===== config.mk =====
export PLATFORM = sky130hd
export DESIGN_NAME = lct_quality_decode_run3_flat
export DESIGN_NICKNAME = d
export VERILOG_FILES = /design/src/rtl/lct_quality_decode_run3_pkg.sv /design/src/rtl/lct_quality_decode_run3_if.sv /design/src/rtl/lct_quality_decode_run3_sat_counter.sv /design/src/rtl/lct_quality_decode_run3.sv /design/src/flat_wrapper.sv
export SDC_FILE = /design/constraint.sdc
export NUM_CORES = 1
export LEC_CHECK = 0
export CAP_MARGIN = 20
export CORE_ASPECT_RATIO = 1.1
export CORE_MARGIN = 2
export CORE_UTILIZATION = 25
export CTS_CLUSTER_DIAMETER = 200
export DETAILED_ROUTE_END_ITERATION = 8
export PLACE_DENSITY_LB_ADDON = 0.2
export REMOVE_ABC_BUFFERS = 1
export SETUP_SLACK_MARGIN = 0.4
export SYNTH_ARGS = -nofsm -noshare
export SYNTH_HDL_FRONTEND = slang
export SYNTH_SLANG_ARGS = --single-unit

===== constraint.sdc =====
create_clock -name clock -period 6 [get_ports clock]
set_clock_uncertainty 0.15 [all_clocks]
set_input_delay 0.6 -clock clock [delete_from_list [all_inputs] [get_ports clock]]
set_output_delay 0.6 -clock clock [all_outputs]
set_load 0.01 [all_outputs]

===== src/rtl/lct_quality_decode_run3_pkg.sv =====
// Shared definitions for the Run3 LCT quality decoder: quality codes,
// decoded flag bundle and the counter read-handshake states.
package lct_quality_decode_run3_pkg;

    typedef logic [2:0] q_t;

    localparam q_t Q_ACC_COPAD_BEND = 3'd7;
    localparam q_t Q_ACC_COPAD      = 3'd6;
    localparam q_t Q_ACC_GEM_BEND   = 3'd5;
    localparam q_t Q_ACC_GEM        = 3'd4;
    localparam q_t Q_ALCT_CLCT      = 3'd3;
    localparam q_t Q_ALCT_COPAD     = 3'd2;
    localparam q_t Q_CLCT_COPAD     = 3'd1;
    localparam q_t Q_NONE           = 3'd0;

    typedef enum logic [1:0] {
        RD_IDLE = 2'd0,
        RD_ACK  = 2'd1,
        RD_HOLD = 2'd2
    } rd_state_e;

    typedef struct packed {
        logic acc_copad;
        logic acc_gem;
        logic gemcsc_bend;
        logic alct_clct;
        logic alct_copad;
        logic clct_copad;
        logic q_invalid;
    } dec_flags_t;

    // Invalid-pattern crossings decode to all zeros regardless of the quality.
    function automatic dec_flags_t decode_q(input logic vpf, input q_t q);
        dec_flags_t f;
        f = '0;
        if (vpf) begin
            case (q)
                Q_ACC_COPAD_BEND: begin f.acc_copad = 1'b1; f.gemcsc_bend = 1'b1; end
                Q_ACC_COPAD:      f.acc_copad = 1'b1;
                Q_ACC_GEM_BEND:   begin f.acc_gem = 1'b1; f.gemcsc_bend = 1'b1; end
                Q_ACC_GEM:        f.acc_gem = 1'b1;
                Q_ALCT_CLCT:      f.alct_clct = 1'b1;
                Q_ALCT_COPAD:     f.alct_copad = 1'b1;
                Q_CLCT_COPAD:     f.clct_copad = 1'b1;
                Q_NONE:           f.q_invalid = 1'b1;
                default:          f = '0;
            endcase
        end
        return f;
    endfunction

endpackage


===== src/rtl/lct_quality_decode_run3_if.sv =====
// LCT input, decoded flags and counter read bus of the quality decoder.
interface lct_quality_decode_run3_if
    import lct_quality_decode_run3_pkg::*;
#(
    parameter int CNT_W = 16
);
    logic             lct_vpf;
    q_t               lct_q;
    logic             cnt_en;
    logic             cnt_clear;
    logic [2:0]       cnt_sel;
    logic             cnt_rd;
    logic             dec_vpf;
    logic             acc_copad;
    logic             acc_gem;
    logic             gemcsc_bend;
    logic             alct_clct;
    logic             alct_copad;
    logic             clct_copad;
    logic             q_invalid;
    logic [CNT_W-1:0] cnt_rdata;
    logic             cnt_ack;

    modport master (
        output lct_vpf, lct_q, cnt_en, cnt_clear, cnt_sel, cnt_rd,
        input  dec_vpf, acc_copad, acc_gem, gemcsc_bend, alct_clct,
               alct_copad, clct_copad, q_invalid, cnt_rdata, cnt_ack
    );

    modport slave (
        input  lct_vpf, lct_q, cnt_en, cnt_clear, cnt_sel, cnt_rd,
        output dec_vpf, acc_copad, acc_gem, gemcsc_bend, alct_clct,
               alct_copad, clct_copad, q_invalid, cnt_rdata, cnt_ack
    );
endinterface


===== src/rtl/lct_quality_decode_run3_sat_counter.sv =====
// Saturating occupancy counter: clear has priority, holds at all-ones.
module lct_quality_decode_run3_sat_counter #(
    parameter int CNT_W = 16
) (
    input  logic             clock,
    input  logic             reset_n,
    input  logic             inc,
    input  logic             clr,
    output logic [CNT_W-1:0] value
);

    // NOTE: sequential state uses non-blocking assignments so every register
    // samples its inputs as they were before the edge.
    always_ff @(posedge clock or negedge reset_n) begin
        if (!reset_n) begin
            value <= '0;
        end else if (clr) begin
            value <= '0;
        end else if (inc && (value != '1)) begin
            value <= value + CNT_W'(1);
        end
    end

endmodule


===== src/rtl/lct_quality_decode_run3.sv =====
// Run3 LCT quality decoder with per-quality saturating counters and a
// select/read/ack handshake for the register bank.
module lct_quality_decode_run3
    import lct_quality_decode_run3_pkg::*;
#(
    parameter int CNT_W = 16
) (
    input  logic                      clock,
    input  logic                      reset_n,
    lct_quality_decode_run3_if.slave  bus
);

    dec_flags_t       flags;
    logic             dec_vpf;
    logic [CNT_W-1:0] cnt [8];
    logic             count_event;
    rd_state_e        state;
    rd_state_e        state_next;
    logic             capture;
    logic             ack;
    logic [CNT_W-1:0] rdata;

    always_ff @(posedge clock or negedge reset_n) begin
        if (!reset_n) begin
            dec_vpf <= 1'b0;
            flags   <= '0;
        end else begin
            dec_vpf <= bus.lct_vpf;
            flags   <= decode_q(bus.lct_vpf, bus.lct_q);
        end
    end

    assign count_event = bus.lct_vpf && bus.cnt_en && !bus.cnt_clear;

    for (genvar i = 0; i < 8; i++) begin : g_cnt
        lct_quality_decode_run3_sat_counter #(.CNT_W(CNT_W)) u_cnt (
            .clock   (clock),
            .reset_n (reset_n),
            .inc     (count_event && (bus.lct_q == q_t'(i))),
            .clr     (bus.cnt_clear),
            .value   (cnt[i])
        );
    end

    always_ff @(posedge clock or negedge reset_n) begin
        if (!reset_n) begin
            state <= RD_IDLE;
        end else begin
            state <= state_next;
        end
    end

    // NOTE: every signal written here gets a default first, so no path can
    // leave one unassigned and infer a latch.
    always_comb begin
        state_next = state;
        capture    = 1'b0;
        ack        = 1'b0;
        case (state)
            RD_IDLE: begin
                if (bus.cnt_rd) begin
                    capture    = 1'b1;
                    state_next = RD_ACK;
                end
            end
            RD_ACK: begin
                ack        = 1'b1;
                state_next = RD_HOLD;
            end
            RD_HOLD: begin
                if (!bus.cnt_rd) state_next = RD_IDLE;
            end
            default: state_next = RD_IDLE;
        endcase
    end

    // Counters are registers, so this picks up the value before any
    // same-cycle increment or clear.
    always_ff @(posedge clock or negedge reset_n) begin
        if (!reset_n) begin
            rdata <= '0;
        end else if (capture) begin
            rdata <= cnt[bus.cnt_sel];
        end
    end

    assign bus.dec_vpf     = dec_vpf;
    assign bus.acc_copad   = flags.acc_copad;
    assign bus.acc_gem     = flags.acc_gem;
    assign bus.gemcsc_bend = flags.gemcsc_bend;
    assign bus.alct_clct   = flags.alct_clct;
    assign bus.alct_copad  = flags.alct_copad;
    assign bus.clct_copad  = flags.clct_copad;
    assign bus.q_invalid   = flags.q_invalid;
    assign bus.cnt_rdata   = rdata;
    assign bus.cnt_ack     = ack;

endmodule


===== src/flat_wrapper.sv =====
// flat-port wrapper written by rule: the top's interface ports become plain ports
module lct_quality_decode_run3_flat import lct_quality_decode_run3_pkg::*;
#(
    parameter int CNT_W = 16
)
  (clock, reset_n, bus_lct_vpf, bus_lct_q, bus_cnt_en, bus_cnt_clear, bus_cnt_sel, bus_cnt_rd, bus_dec_vpf, bus_acc_copad, bus_acc_gem, bus_gemcsc_bend, bus_alct_clct, bus_alct_copad, bus_clct_copad, bus_q_invalid, bus_cnt_rdata, bus_cnt_ack);
  lct_quality_decode_run3_if #(.CNT_W(CNT_W)) bus_i ();
  input  logic clock;
  input  logic reset_n;
  input wire logic [$bits(bus_i.lct_vpf)-1:0] bus_lct_vpf;
  input wire logic [$bits(bus_i.lct_q)-1:0] bus_lct_q;
  input wire logic [$bits(bus_i.cnt_en)-1:0] bus_cnt_en;
  input wire logic [$bits(bus_i.cnt_clear)-1:0] bus_cnt_clear;
  input wire logic [$bits(bus_i.cnt_sel)-1:0] bus_cnt_sel;
  input wire logic [$bits(bus_i.cnt_rd)-1:0] bus_cnt_rd;
  output wire logic [$bits(bus_i.dec_vpf)-1:0] bus_dec_vpf;
  output wire logic [$bits(bus_i.acc_copad)-1:0] bus_acc_copad;
  output wire logic [$bits(bus_i.acc_gem)-1:0] bus_acc_gem;
  output wire logic [$bits(bus_i.gemcsc_bend)-1:0] bus_gemcsc_bend;
  output wire logic [$bits(bus_i.alct_clct)-1:0] bus_alct_clct;
  output wire logic [$bits(bus_i.alct_copad)-1:0] bus_alct_copad;
  output wire logic [$bits(bus_i.clct_copad)-1:0] bus_clct_copad;
  output wire logic [$bits(bus_i.q_invalid)-1:0] bus_q_invalid;
  output wire logic [$bits(bus_i.cnt_rdata)-1:0] bus_cnt_rdata;
  output wire logic [$bits(bus_i.cnt_ack)-1:0] bus_cnt_ack;
  assign bus_i.lct_vpf = bus_lct_vpf;
  assign bus_i.lct_q = bus_lct_q;
  assign bus_i.cnt_en = bus_cnt_en;
  assign bus_i.cnt_clear = bus_cnt_clear;
  assign bus_i.cnt_sel = bus_cnt_sel;
  assign bus_i.cnt_rd = bus_cnt_rd;
  assign bus_dec_vpf = bus_i.dec_vpf;
  assign bus_acc_copad = bus_i.acc_copad;
  assign bus_acc_gem = bus_i.acc_gem;
  assign bus_gemcsc_bend = bus_i.gemcsc_bend;
  assign bus_alct_clct = bus_i.alct_clct;
  assign bus_alct_copad = bus_i.alct_copad;
  assign bus_clct_copad = bus_i.clct_copad;
  assign bus_q_invalid = bus_i.q_invalid;
  assign bus_cnt_rdata = bus_i.cnt_rdata;
  assign bus_cnt_ack = bus_i.cnt_ack;
  lct_quality_decode_run3 #(.CNT_W(CNT_W)) u_core (.clock(clock), .reset_n(reset_n), .bus(bus_i));
endmodule

# Word level (Yosys, flattened, before mapping)
# Cells that the tools add are included.
# W data, S select, Z words.
[op_classes]
n_addsub = 8
n_lt_le_gt_ge = 1
n_eq_ne = 19
n_mux = 33
n_bitwise = 1
n_reduce_logical = 33
[op_table]
columns = ["op", "n"]
rows = [
  ["$mux W16", 18],
  ["$add A16 B1 Y16 const B", 8],
  ["$ne A16 B16 Y1 const B", 8],
  ["$bmux W16 S3", 1],
  ["$logic_and A1 B1 Y1", 18],
  ["$reduce_bool A2 Y1", 8],
  ["$eq A3 B3 Y1 const B", 4],
  ["$mux W1", 10],
  ["$mux W7", 1],
  ["$eq A3 B2 Y1 const B", 2],
  ["$pmux W2 S3", 1],
  ["$reduce_or A2 Y1", 3],
  ["$ge A4 B4 Y1 const B", 1],
  ["$mux W2", 2],
  ["$ne A2 B2 Y1 const B", 2],
  ["$not A3 Y4", 1],
  ["$eq A3 B1 Y1 const B", 1],
  ["$logic_not A3 Y1", 1],
  ["$eq A2 B1 Y1 const B", 1],
  ["$eq A2 B2 Y1 const B", 1],
  ["$logic_not A2 Y1", 1],
  ["$reduce_and A2 Y1", 1],
  ["$logic_not A1 Y1", 1],
]
[totals]
regBits = 154
in_bits = 12
word_cells = 113

# Depth between registers and ports, before layout
# Gate-level depths: netlist of the first run.
[logic_depth]
depth_word = 6
mapped_depth = 7
mapped_depth_nobuf = 6

# Modules after synthesis
# A second synthesis of the first run with hierarchy kept.
[unflattened]
cells_unflattened = 988
hier_area_um2 = 9665.5
[by_module_without_submodules]
columns = ["module", "n_inst", "cells_per_inst", "area_per_inst_um2"]
rows = [
  ["lct_quality_decode_run3_sat_counter", 8, 98, 942.2],
  ["lct_quality_decode_run3", 1, 204, 2128.3],
]

# Least setup slack after synthesis of the first run
# No wires, ideal clock.
[synth_timing]
path_type = "in2reg"
start = "in bus_lct_q[0]"
end = "reg u_core.g_cnt[0].u_cnt.value[15]"
setup_ps = 132
arrival_time_ps = 2014
required_time_ps = 5718
setup_slack_ps = 3704
stages = 7
path_cell_list = "or2_1 > buf_6 > or4_1 > buf_2 > nor4b_2 > xnor2_1 > nor2_1"
[synth_between]
elab_chain_len = 4
[synth_rtl]
columns = ["item", "line_no", "source"]
rows = [
  ["start: declaration", "flat_wrapper.sv:11", "input wire logic [$bits(bus_i.lct_q)-1:0] bus_lct_q;"],
  ["$logic_not A3 Y1", "lct_quality_decode_run3.sv:39", ".inc (count_event && (bus.lct_q == q_t'(i))),"],
  ["$logic_and A1 B1 Y1", "lct_quality_decode_run3.sv:39", ""],
  ["$logic_and A1 B1 Y1", "lct_quality_decode_run3_sat_counter.sv:19", "end else if (inc && (value != '1)) begin"],
  ["$reduce_bool A2 Y1 (no line)", "--", ""],
  ["end signal: assignment", "lct_quality_decode_run3_sat_counter.sv:20", "value <= value + CNT_W'(1);"],
  ["end: declaration", "lct_quality_decode_run3_sat_counter.sv:9", "output logic [CNT_W-1:0] value"],
]
# Every way passes these cells.
# A chain may end at the register's enable or synchronous reset.

# Worst setup path in the final report of the first run
[layout_timing]
start = "in bus_lct_q[1]"
end = "reg u_core.g_cnt[6].u_cnt.value[3]"
[layout_between]
elab_chain_len = 4
[layout_rtl]
columns = ["item", "line_no"]
rows = [
  ["$eq A3 B3 Y1", "lct_quality_decode_run3.sv:39"],
  ["$logic_and A1 B1 Y1", "lct_quality_decode_run3.sv:39"],
  ["$logic_and A1 B1 Y1", "lct_quality_decode_run3_sat_counter.sv:19"],
  ["$reduce_bool A2 Y1 (no line)", "--"],
  ["end signal: assignment", "lct_quality_decode_run3_sat_counter.sv:20"],
  ["end: declaration", "lct_quality_decode_run3_sat_counter.sv:9"],
]
# Every way passes these cells.

==> impl_metrics.json, run 1 <==
{
  "initialDrtViolationCount": 527,
  "synth_xor_area_share_pct": 9.214,
  "setup_ws_ns": 3.035,
  "critPathLaunchType": "input pin",
  "grt_usage_pct": 14.84,
  "rows": 71,
  "tns_ns": 0,
  "synth_area_um2": 8745,
  "cts_made_buffers": 17,
  "core_um2": 34380,
  "cts_setup_buffers": 0,
  "finalCritPeriodShare_pct": 49.42,
  "critPathMaxFanout": 13,
  "fin_crit_ns": 2.965,
  "grt_pass1_vias": 6838,
  "cts-root-buf": "clkbuf_16",
  "synth_compound_area_share_pct": 5.051,
  "yosys_warnings": 0,
  "synth_top_family_by_area": "simple AND/OR/NAND/NOR gates",
  "synthFlopType": "dfrtp_1",
  "synth_edf_count": 0,
  "fillCellCount": 3586,
  "fmax_mhz": 337.2,
  "clkSlewWorstSetupHoldPaths_ns": 0.06,
  "status": "finished, final reports clean",
  "arrival_ns": 3.13,
  "die-area_um2": 36490,
  "place_ws_ns": 2.649,
  "wire_per_inst_um": 19.03,
  "cts_hold_buf": 1,
  "area_growth_syn_to_layout_pct": 16.43,
  "yosys.area_share.simple_pct": 26.48,
  "antennaDiodeCount": 0,
  "clkSinkCount": 154,
  "cts_tree": "yes",
  "post-dp-hpwl_mm": 18.61,
  "end_kind": "flop",
  "grt_pass1_wl_mm": 41.81,
  "synthMuxAreaShare_pct": 11.53,
  "power_leakage_nw": 3.792,
  "avgSynthCellArea_um2": 9.926,
  "setup.worst_path.start": "bus_lct_q[1]",
  "grt_max_degree": 76,
  "setup_violations": 0,
  "dr.pass1.iters": 4,
  "drt-total-wl_mm": 25.82,
  "hold_path_class": "in2async",
  "cp_data_required_time_ns": 6.17,
  "worstMarginPinSlew_ns": 1.055,
  "grt_overflow": 0,
  "htreeDepth": 4,
  "synth_seq_cells": 154,
  "synth_cells": 881,
  "ant_nets": 0,
  "fin_nets": 926,
  "io_pins": 37,
  "vias": 6881,
  "report.final.hold_viol_count": 0,
  "cellPowerDensity_nw_per_um2": 253.6,
  "synth_seq_area_share_pct": 44.07,
  "clk_latency_ns": 0.44,
  "initial_core_util_pct": 25.44,
  "synthArstFlopShare_pct": 100.0,
  "vdd_ir_drop_max_mv": 0.1661,
  "gp_congestion": 0.8109,
  "rsz0062_at_grt": "no",
  "fp.dieW_um": 182.3,
  "ys_types": 55,
  "die_h_um": 200.2,
  "drive_gt1_share_pct": 11.53,
  "ctsResizeCount": 0,
  "final_cell_mix": "dfrtp_1, nor2_1, xnor2_1",
  "clock_path_buffers": 2,
  "grt_antenna_before_repair": 0,
  "crit_type": "in2reg",
  "synthAdderAreaFrac_pct": 1.145,
  "final_common_cell": "dfrtp_1",
  "maxSlewHeadroom_pct": 29.08,
  "drcViolationCount": 0,
  "cap_viol_max_count": 0,
  "drv_slew": 0,
  "port_buffers": 36,
  "rr_startpoint": "u_core.g_cnt[1].u_cnt.value[0]",
  "avgViaCountPerCell": 5.071
}
## area by class of cell
| type | count | area [um^2] | share of cell area (%) |
|---|---|---|---|
| clock inverter | 13 | 146.4 | 1.438 |
| inverter | 9 | 33.78 | 0.3318 |
| timing repair buffer | 48 | 466.7 | 4.584 |
| sequential | 154 | 3854 | 37.85 |
| clock buffer | 19 | 442.9 | 4.351 |
| tap | 438 | 548.0 | 5.383 |
| multi-input combinational | 676 | 4690 | 46.06 |
## cell families (layout without fill, tap and decap cells)
group           after synthesis  in the layout
compound gates               72             72
xor+xnor                     92             92
fa+ha+maj                     8              8
buf+inv                      51             89
flops                       154            154
mux                          60             60
simple gates                444            444
## flip-flops by register name, indices dropped and copies added (netlist names)
name / flops
u_core.bus.acc_copad: 1
u_core.bus.acc_gem: 1
u_core.bus.alct_clct: 1
u_core.bus.alct_copad: 1
u_core.bus.clct_copad: 1
u_core.bus.cnt_rdata: 16
u_core.bus.dec_vpf: 1
u_core.bus.gemcsc_bend: 1
u_core.bus.q_invalid: 1
u_core.g_cnt.u_cnt.value: 128
u_core.state: 2
## path summary, 6_finish.rpt
kind	slack (ns)	end	depth (start not counted)
max	3.03	u_core.g_cnt[6].u_cnt.value[3]	6
min	0.37	u_core.g_cnt[2].u_cnt.value[8]	2
max reg2reg	3.61	u_core.g_cnt[1].u_cnt.value[4]	6
min reg2reg	0.37	u_core.bus.cnt_rdata[13]	2
max in group asynchronous	4.17	u_core.g_cnt[0].u_cnt.value[14]	3
min in group clock	0.37	u_core.bus.cnt_rdata[13]	2
## worst max-delay path, stage by stage
cell             delay [ns]
clkdlybuf4s50_1        0.79
nor2b_1                0.31
nand2_1                0.34
nor2_2                 0.53
nor2_1                 0.18
a221o_1                0.38
## power breakdown
part           internal (mW)  total (mW)  switching, mW
clock                  0.626        1.10          0.477
sequential              1.10        1.14         0.0419
combinational          0.160       0.336          0.176
## cell usage after synthesis (10+ instances only)
library cell    n  share of area (%)
or2_2          10               0.72
a21oi_1        30                1.7
nor3_1         36                2.1
mux4_2         32                8.2
dfrtp_1       154                 44
o21ai_0        19                1.1
nand3_1        46                2.6
xor2_1         28                2.8
xnor2_1        64                6.4
mux2i_1        22                2.5
nor4_1         32                2.3
nand4_1        44                3.1
nor2_1        147                6.3
nand2_1        50                2.1
and3_1         14                1.0
clkbuf_1       29                1.2
## metrics by stage
step	instances	area [um^2]	utilization [%]	hold slack [ns]	power [mW]
after global routing	1357	10180	29.61	0.3626	2.707
after detailed placement	1323	9554	27.79	0.2486	1.503
after global placement	1323	9554	27.79	0.2482	1.503
after floorplan	839	8559	-	0.1544	1.276
after CTS	1356	10150	29.53	0.3494	2.619
final	1357	10180	29.61	0.3659	2.582
## per-layer routing
| metal | track usage, % | vias up | part of all wire, % |
|---|---|---|---|
| met1 | 21.43 | 3448 | 49 |
| met3 | 2.982 | 25 | 3.9 |
| met5 | 0 | - | 0 |
| met4 | 4.234 | 0 | 1.8 |
| met2 | 22.45 | 151 | 45 |
| li1 | - | 3257 | - |
(Power assumes the default switching activity.)
==> inputs of run 2 (changes only) <==
==> constraint.sdc (replaced) <==
create_clock -name clock -period 3.07 [get_ports clock]
set_clock_uncertainty 0.15 [all_clocks]
set_input_delay 0.307 -clock clock [delete_from_list [all_inputs] [get_ports clock]]
set_output_delay 0.307 -clock clock [all_outputs]
set_load 0.01 [all_outputs]
==> impl_metrics.json, run 2 (synthesized netlist as in run 1, its figures left out) <==
{
  "status": "finished, final reports clean",
  "grt_antenna_before_repair": 0,
  "busiest_layer": "met2",
  "fin_nets": 935,
  "grt_max_degree": 110,
  "power_leakage_nw": 3.869,
  "port_buffers": 36,
  "r2r_cells": 7,
  "clkSlewWorstSetupHoldPaths_ns": 0.06,
  "finalNonFillerCells": 1364,
  "grt_pass1_wl_mm": 41.31,
  "grt_pass1_vias": 6731,
  "area_growth_syn_to_layout_pct": 17.66,
  "io_pins": 37,
  "drt-total-wl_mm": 25.66,
  "cpMaxStageDelayCell": "nor4_2",
  "fp.dieW_um": 182.3,
  "wire_per_inst_um": 18.81,
  "vias": 6834,
  "clkSinkCount": 154,
  "critPathMaxFanout": 12,
  "drv_slew": 0,
  "cp_data_required_time_ns": 3.23,
  "setup_violations": 0,
  "regMostFlops": "u_core.g_cnt.u_cnt.value",
  "worstMarginPinSlew_ns": 0.6561,
  "end_kind": "flop",
  "finalCritPeriodShare_pct": 78.30,
  "regToRegSetupSlack_ns": 0.67,
  "cap_viol_max_count": 0,
  "htreeDepth": 4,
  "final_common_cell": "dfrtp_1",
  "largest_reg_flops": 128,
  "cpPeakStageDelay_ns": 0.56,
  "tns_ns": 0,
  "cellPowerDensity_nw_per_um2": 497.7,
  "cts_setup_buffers": 0,
  "setup.worst_path.start": "u_core.g_cnt[5].u_cnt.value[0]",
  "drcViolationCount": 0,
  "rr_endpoint": "u_core.g_cnt[5].u_cnt.value[13]",
  "dp_cells": 1333,
  "placed_area_um2": 9673,
  "maxSlewHeadroom_pct": 56.26,
  "dr.pass1.iters": 5,
  "arrival_ns": 2.57,
  "rsz0062_at_grt": "no",
  "hold_path_class": "in2reg",
  "cts_tree": "yes",
  "fin_crit_ns": 2.404,
  "clock_path_buffers": 2,
  "vdd_ir_drop_max_mv": 0.2456,
  "cts-root-buf": "clkbuf_16",
  "grt.met2_usage_pct": 22.57,
  "fin_util_pct": 29.93,
  "die-area_um2": 36490,
  "grt_overflow": 0,
  "rows": 71,
  "antennaDiodeCount": 0,
  "avgViaCountPerCell": 5.010,
  "critPathLaunchType": "flop",
  "final_cell_mix": "dfrtp_1, nor2_1, xnor2_1",
  "report.final.hold_viol_count": 0,
  "use_met1_pct": 21.06,
  "gr-usage-met3_pct": 2.436,
  "clk_latency_ns": 0.43,
  "ant_nets": 0,
  "gp_congestion": 0.8320,
  "die_h_um": 200.2,
  "ctsResizeCount": 0,
  "cp-endpoint": "u_core.g_cnt[5].u_cnt.value[13]",
  "fmax_mhz": 416.0,
  "final_area_um2": 10290,
  "initial_core_util_pct": 25.44,
  "core_um2": 34380,
  "crit_type": "reg2reg",
  "drive_gt1_share_pct": 12.10,
  "cts_made_buffers": 17,
  "rr_startpoint": "u_core.g_cnt[5].u_cnt.value[0]",
  "post-dp-hpwl_mm": 18.63,
  "grt_usage_pct": 14.67,
  "initialDrtViolationCount": 439,
  "crit_chain": "ha_1 -> nand3_1 -> nor4_2 -> nor3_1 -> buf_4 -> and3_1 -> a221o_1"
}
-- run 2: per-stage QoR --
stage,total power [mW],hold slack (ns),worst slack [ns]
after floorplan,2.495,-0.1386,0.3981
after global placement,2.952,0.2232,0.2396
after detailed placement,2.952,0.2231,0.2025
after CTS,5.203,0.09834,0.6230
after global routing,5.363,0.1129,0.4709
final,5.121,0.1085,0.6662
-- run 2: worst max-delay path, delay by kind of cell, from the launching register on --
kind / cells / cell delay [ns]
AO/OA/AOI/OAI: 1 / 0.25
adder cells (fa/ha/maj): 1 / 0.20
buffers and inverters: 1 / 0.20
flip-flops: 1 / 0.44
AND/OR/NAND/NOR: 4 / 1.04
-- run 2: where the power goes --
group / leakage, nW / switching (mW) / total [mW] / internal (mW)
logic: 1.46 / 0.345 / 0.663 / 0.318
registers: 2.11 / 0.0862 / 2.24 / 2.15
clock network: 0.292 / 0.870 / 2.22 / 1.35
total: 3.87 / 1.30 / 5.12 / 3.82
-- run 2: final cells by class --
type                    instances  area (um^2)
fillers                      3553        24090
flip-flops and latches        154         3854
inverters                       9        33.78
well taps                     438        548.0
multi-input cells             676         4683
clock buffers                  18        429.2
repair buffers                 57        564.3
clock inverters                12        176.4
-- run 2: timing repair --
action | CTS | global route
hold buffers | 1 | 0
hold endpoints to repair | 61 | 0
setup endpoints to repair | 0 | 0
-- run 2: worst min path at each step --
stage          slack [ns]  cells past startpoint           from                              end
3_3_place_gp         0.22                      1        reset_n   u_core.g_cnt[3].u_cnt.value[4]
4_1_cts               0.1                      2  bus_cnt_clear  u_core.g_cnt[4].u_cnt.value[13]
3_5_place_dp         0.22                      1        reset_n   u_core.g_cnt[3].u_cnt.value[4]
6_report             0.11                      2  bus_cnt_clear  u_core.g_cnt[4].u_cnt.value[13]
2_1_floorplan       -0.14                      0        reset_n             u_core.bus.acc_copad
5_1_grt              0.11                      2  bus_cnt_clear  u_core.g_cnt[7].u_cnt.value[11]
-- run 2: layer usage --
layer  vias to the layer above  part of all wire (%)  wire length (um)
met5                         -                     0                 0
li1                       3276                     -                 -
met1                      3409                    50             12780
met3                        21                   2.8               725
met2                       128                    46             11700
met4                         0                   1.8               453
==> inputs of run 3 (changes only) <==
==> constraint.sdc (replaced) <==
create_clock -name clock -period 2.3 [get_ports clock]
set_clock_uncertainty 0.15 [all_clocks]
set_input_delay 0.23 -clock clock [delete_from_list [all_inputs] [get_ports clock]]
set_output_delay 0.23 -clock clock [all_outputs]
set_load 0.01 [all_outputs]
==> impl_metrics.json, run 3 (synthesized netlist as in run 1, its figures left out) <==
{
  "status": "finished, final reports clean",
  "cts-root-buf": "clkbuf_16",
  "htreeDepth": 4,
  "final_cell_mix": "buf_4, nor2_1, dfrtp_1",
  "arrival_ns": 2.18,
  "fin_nets": 1100,
  "wire_per_inst_um": 18.62,
  "place_ws_ns": -0.2213,
  "end_kind": "flop",
  "core_um2": 34380,
  "critPathMaxFanout": 3,
  "cellPowerDensity_nw_per_um2": 565.1,
  "report.final.hold_viol_count": 0,
  "cts_tree": "yes",
  "die-area_um2": 36490,
  "cpMaxStageDelayCell": "dfrtp_1",
  "crit_chain": "nand4_1 -> buf_4 -> buf_4 -> or2_2 -> nor4_4 -> xnor2_1 -> nor2_1",
  "drv_slew": 0,
  "drt-total-wl_mm": 28.49,
  "clockPowerShare_pct": 43.4,
  "report.power.total_mw": 6.964,
  "setup_ws_ns": 0.2706,
  "largest_reg_flops": 128,
  "fin_crit_ns": 2.029,
  "finalCritPeriodShare_pct": 88.24,
  "regMostFlops": "u_core.g_cnt.u_cnt.value",
  "cpMostUsedCell": "buf_4",
  "ant_nets": 0,
  "intPower_mw": 5.177,
  "vias": 7632,
  "grt_max_degree": 93,
  "rsz0062_at_grt": "yes",
  "initial_core_util_pct": 25.44,
  "combPwrFrac_pct": 13.8,
  "power_leakage_nw": 4.748,
  "holdPathStages": 3,
  "crit_type": "reg2reg",
  "tns_ns": 0,
  "setup_violations": 0,
  "grt_overflow": 0,
  "grt_pass1_vias": 7503,
  "switchingPower_mw": 1.787,
  "clk_latency_ns": 0.44,
  "r2r_cells": 7,
  "fp.dieW_um": 182.3,
  "antennaDiodeCount": 0,
  "clkSinkCount": 154,
  "fillCellCount": 3444,
  "rows": 71,
  "vdd_ir_drop_max_mv": 0.3974,
  "port_buffers": 36,
  "post-dp-hpwl_mm": 19.84,
  "drive_gt1_share_pct": 37.09,
  "cp_top_family": "simple AND/OR/NAND/NOR gates",
  "cp_data_required_time_ns": 2.45,
  "hold_ws_ns": 0.1275,
  "clkSlewWorstSetupHoldPaths_ns": 0.07,
  "maxSlewHeadroom_pct": 56.60,
  "fmax_mhz": 492.8,
  "dr.pass1.iters": 6,
  "seq_power_share_pct": 42.9,
  "avgViaCountPerCell": 4.988,
  "io_pins": 37,
  "drcViolationCount": 0,
  "gp_congestion": 0.8212,
  "worstMarginPinSlew_ns": 0.6510,
  "clock_path_buffers": 2,
  "die_h_um": 200.2,
  "initialDrtViolationCount": 492,
  "final_common_cell": "buf_4",
  "swShare_pct": 25.66,
  "cpPeakStageDelay_ns": 0.37,
  "hold_path_class": "in2reg",
  "cap_viol_max_count": 0,
  "grt_usage_pct": 15.59,
  "cts_made_buffers": 17,
  "grt_antenna_before_repair": 0,
  "path_buf_inv": 2,
  "grt_pass1_wl_mm": 43.80,
  "cp_num_cells": 7,
  "fin_util_pct": 35.85,
  "area_growth_syn_to_layout_pct": 40.94,
  "critPathLaunchType": "flop"
}
-- run 3: per-layer routing --
layer  vias to the layer above  share of wire [%]  global-route usage [%]  wire (um)
met5                         -                  0                       0          0
met4                         0                2.0                   4.810        561
met3                        24                4.4                   3.164       1264
met2                       150                 47                   24.60      13500
met1                      3851                 46                   21.53      13170
li1                       3607                  -                       -          -
-- run 3: worst paths after layout --
check / start / to / slack [ns]
worst max-delay path: u_core.g_cnt[1].u_cnt.value[6] / u_core.g_cnt[1].u_cnt.value[12] / 0.27
worst min-delay path: bus_lct_q[2] / u_core.bus.acc_gem / 0.13
worst max register to register: u_core.g_cnt[1].u_cnt.value[6] / u_core.g_cnt[1].u_cnt.value[12] / 0.27
worst min register to register: u_core.bus.cnt_rdata[14] / u_core.bus.cnt_rdata[14] / 0.37
max in group asynchronous: reset_n / u_core.g_cnt[4].u_cnt.value[15] / 1.07
min in group asynchronous: reset_n / u_core.g_cnt[3].u_cnt.value[0] / 0.21
-- run 3: metrics by stage --
stage | cell area, um^2 | cells
3_3_place_gp | 10400 | 1427
3_5_place_dp | 10400 | 1427
6_report | 12320 | 1530
5_1_grt | 12320 | 1530
4_1_cts | 11630 | 1501
2_1_floorplan | 8559 | 839
-- run 3: cell type report --
cell class / instances / area (um^2) / area share, %
Clock buffer: 20 / 446.7 / 3.624
Inverter: 9 / 33.78 / 0.2741
Timing Repair Buffer: 222 / 1867 / 15.15
Multi-Input combinational cell: 676 / 5361 / 43.50
Clock inverter: 11 / 171.4 / 1.391
Tap cell: 438 / 548.0 / 4.447
Sequential cell: 154 / 3896 / 31.61
-- run 3: worst reg2reg max path: stages, from the launching register on --
cell,delay (ns)
dfrtp_1,0.37
nand4_1,0.25
buf_4,0.24
buf_4,0.13
or2_2,0.36
nor4_4,0.18
xnor2_1,0.16
nor2_1,0.05
-- run 3: power by group through the flow --
stage / combinational (mW) / sequential (mW) / clock, mW
floorplan: 0.254 / 3.08 / 0
global placement: 0.965 / 3.03 / 0
detailed placement: 0.968 / 3.04 / 0
CTS: 0.974 / 2.99 / 3.10
global route: 1.06 / 3.01 / 3.20
finish: 0.958 / 2.99 / 3.02
-- run 3: what timing repair did --
action / CTS / global route
gates cloned: 0 / 1
endpoints found under the hold margin: 54 / 0
setup endpoints to repair: 82 / 106
hold buffers: 1 / 0
buffers inserted: 42 / 28
pin swaps: 23 / 50
resized for setup: 74 / 109
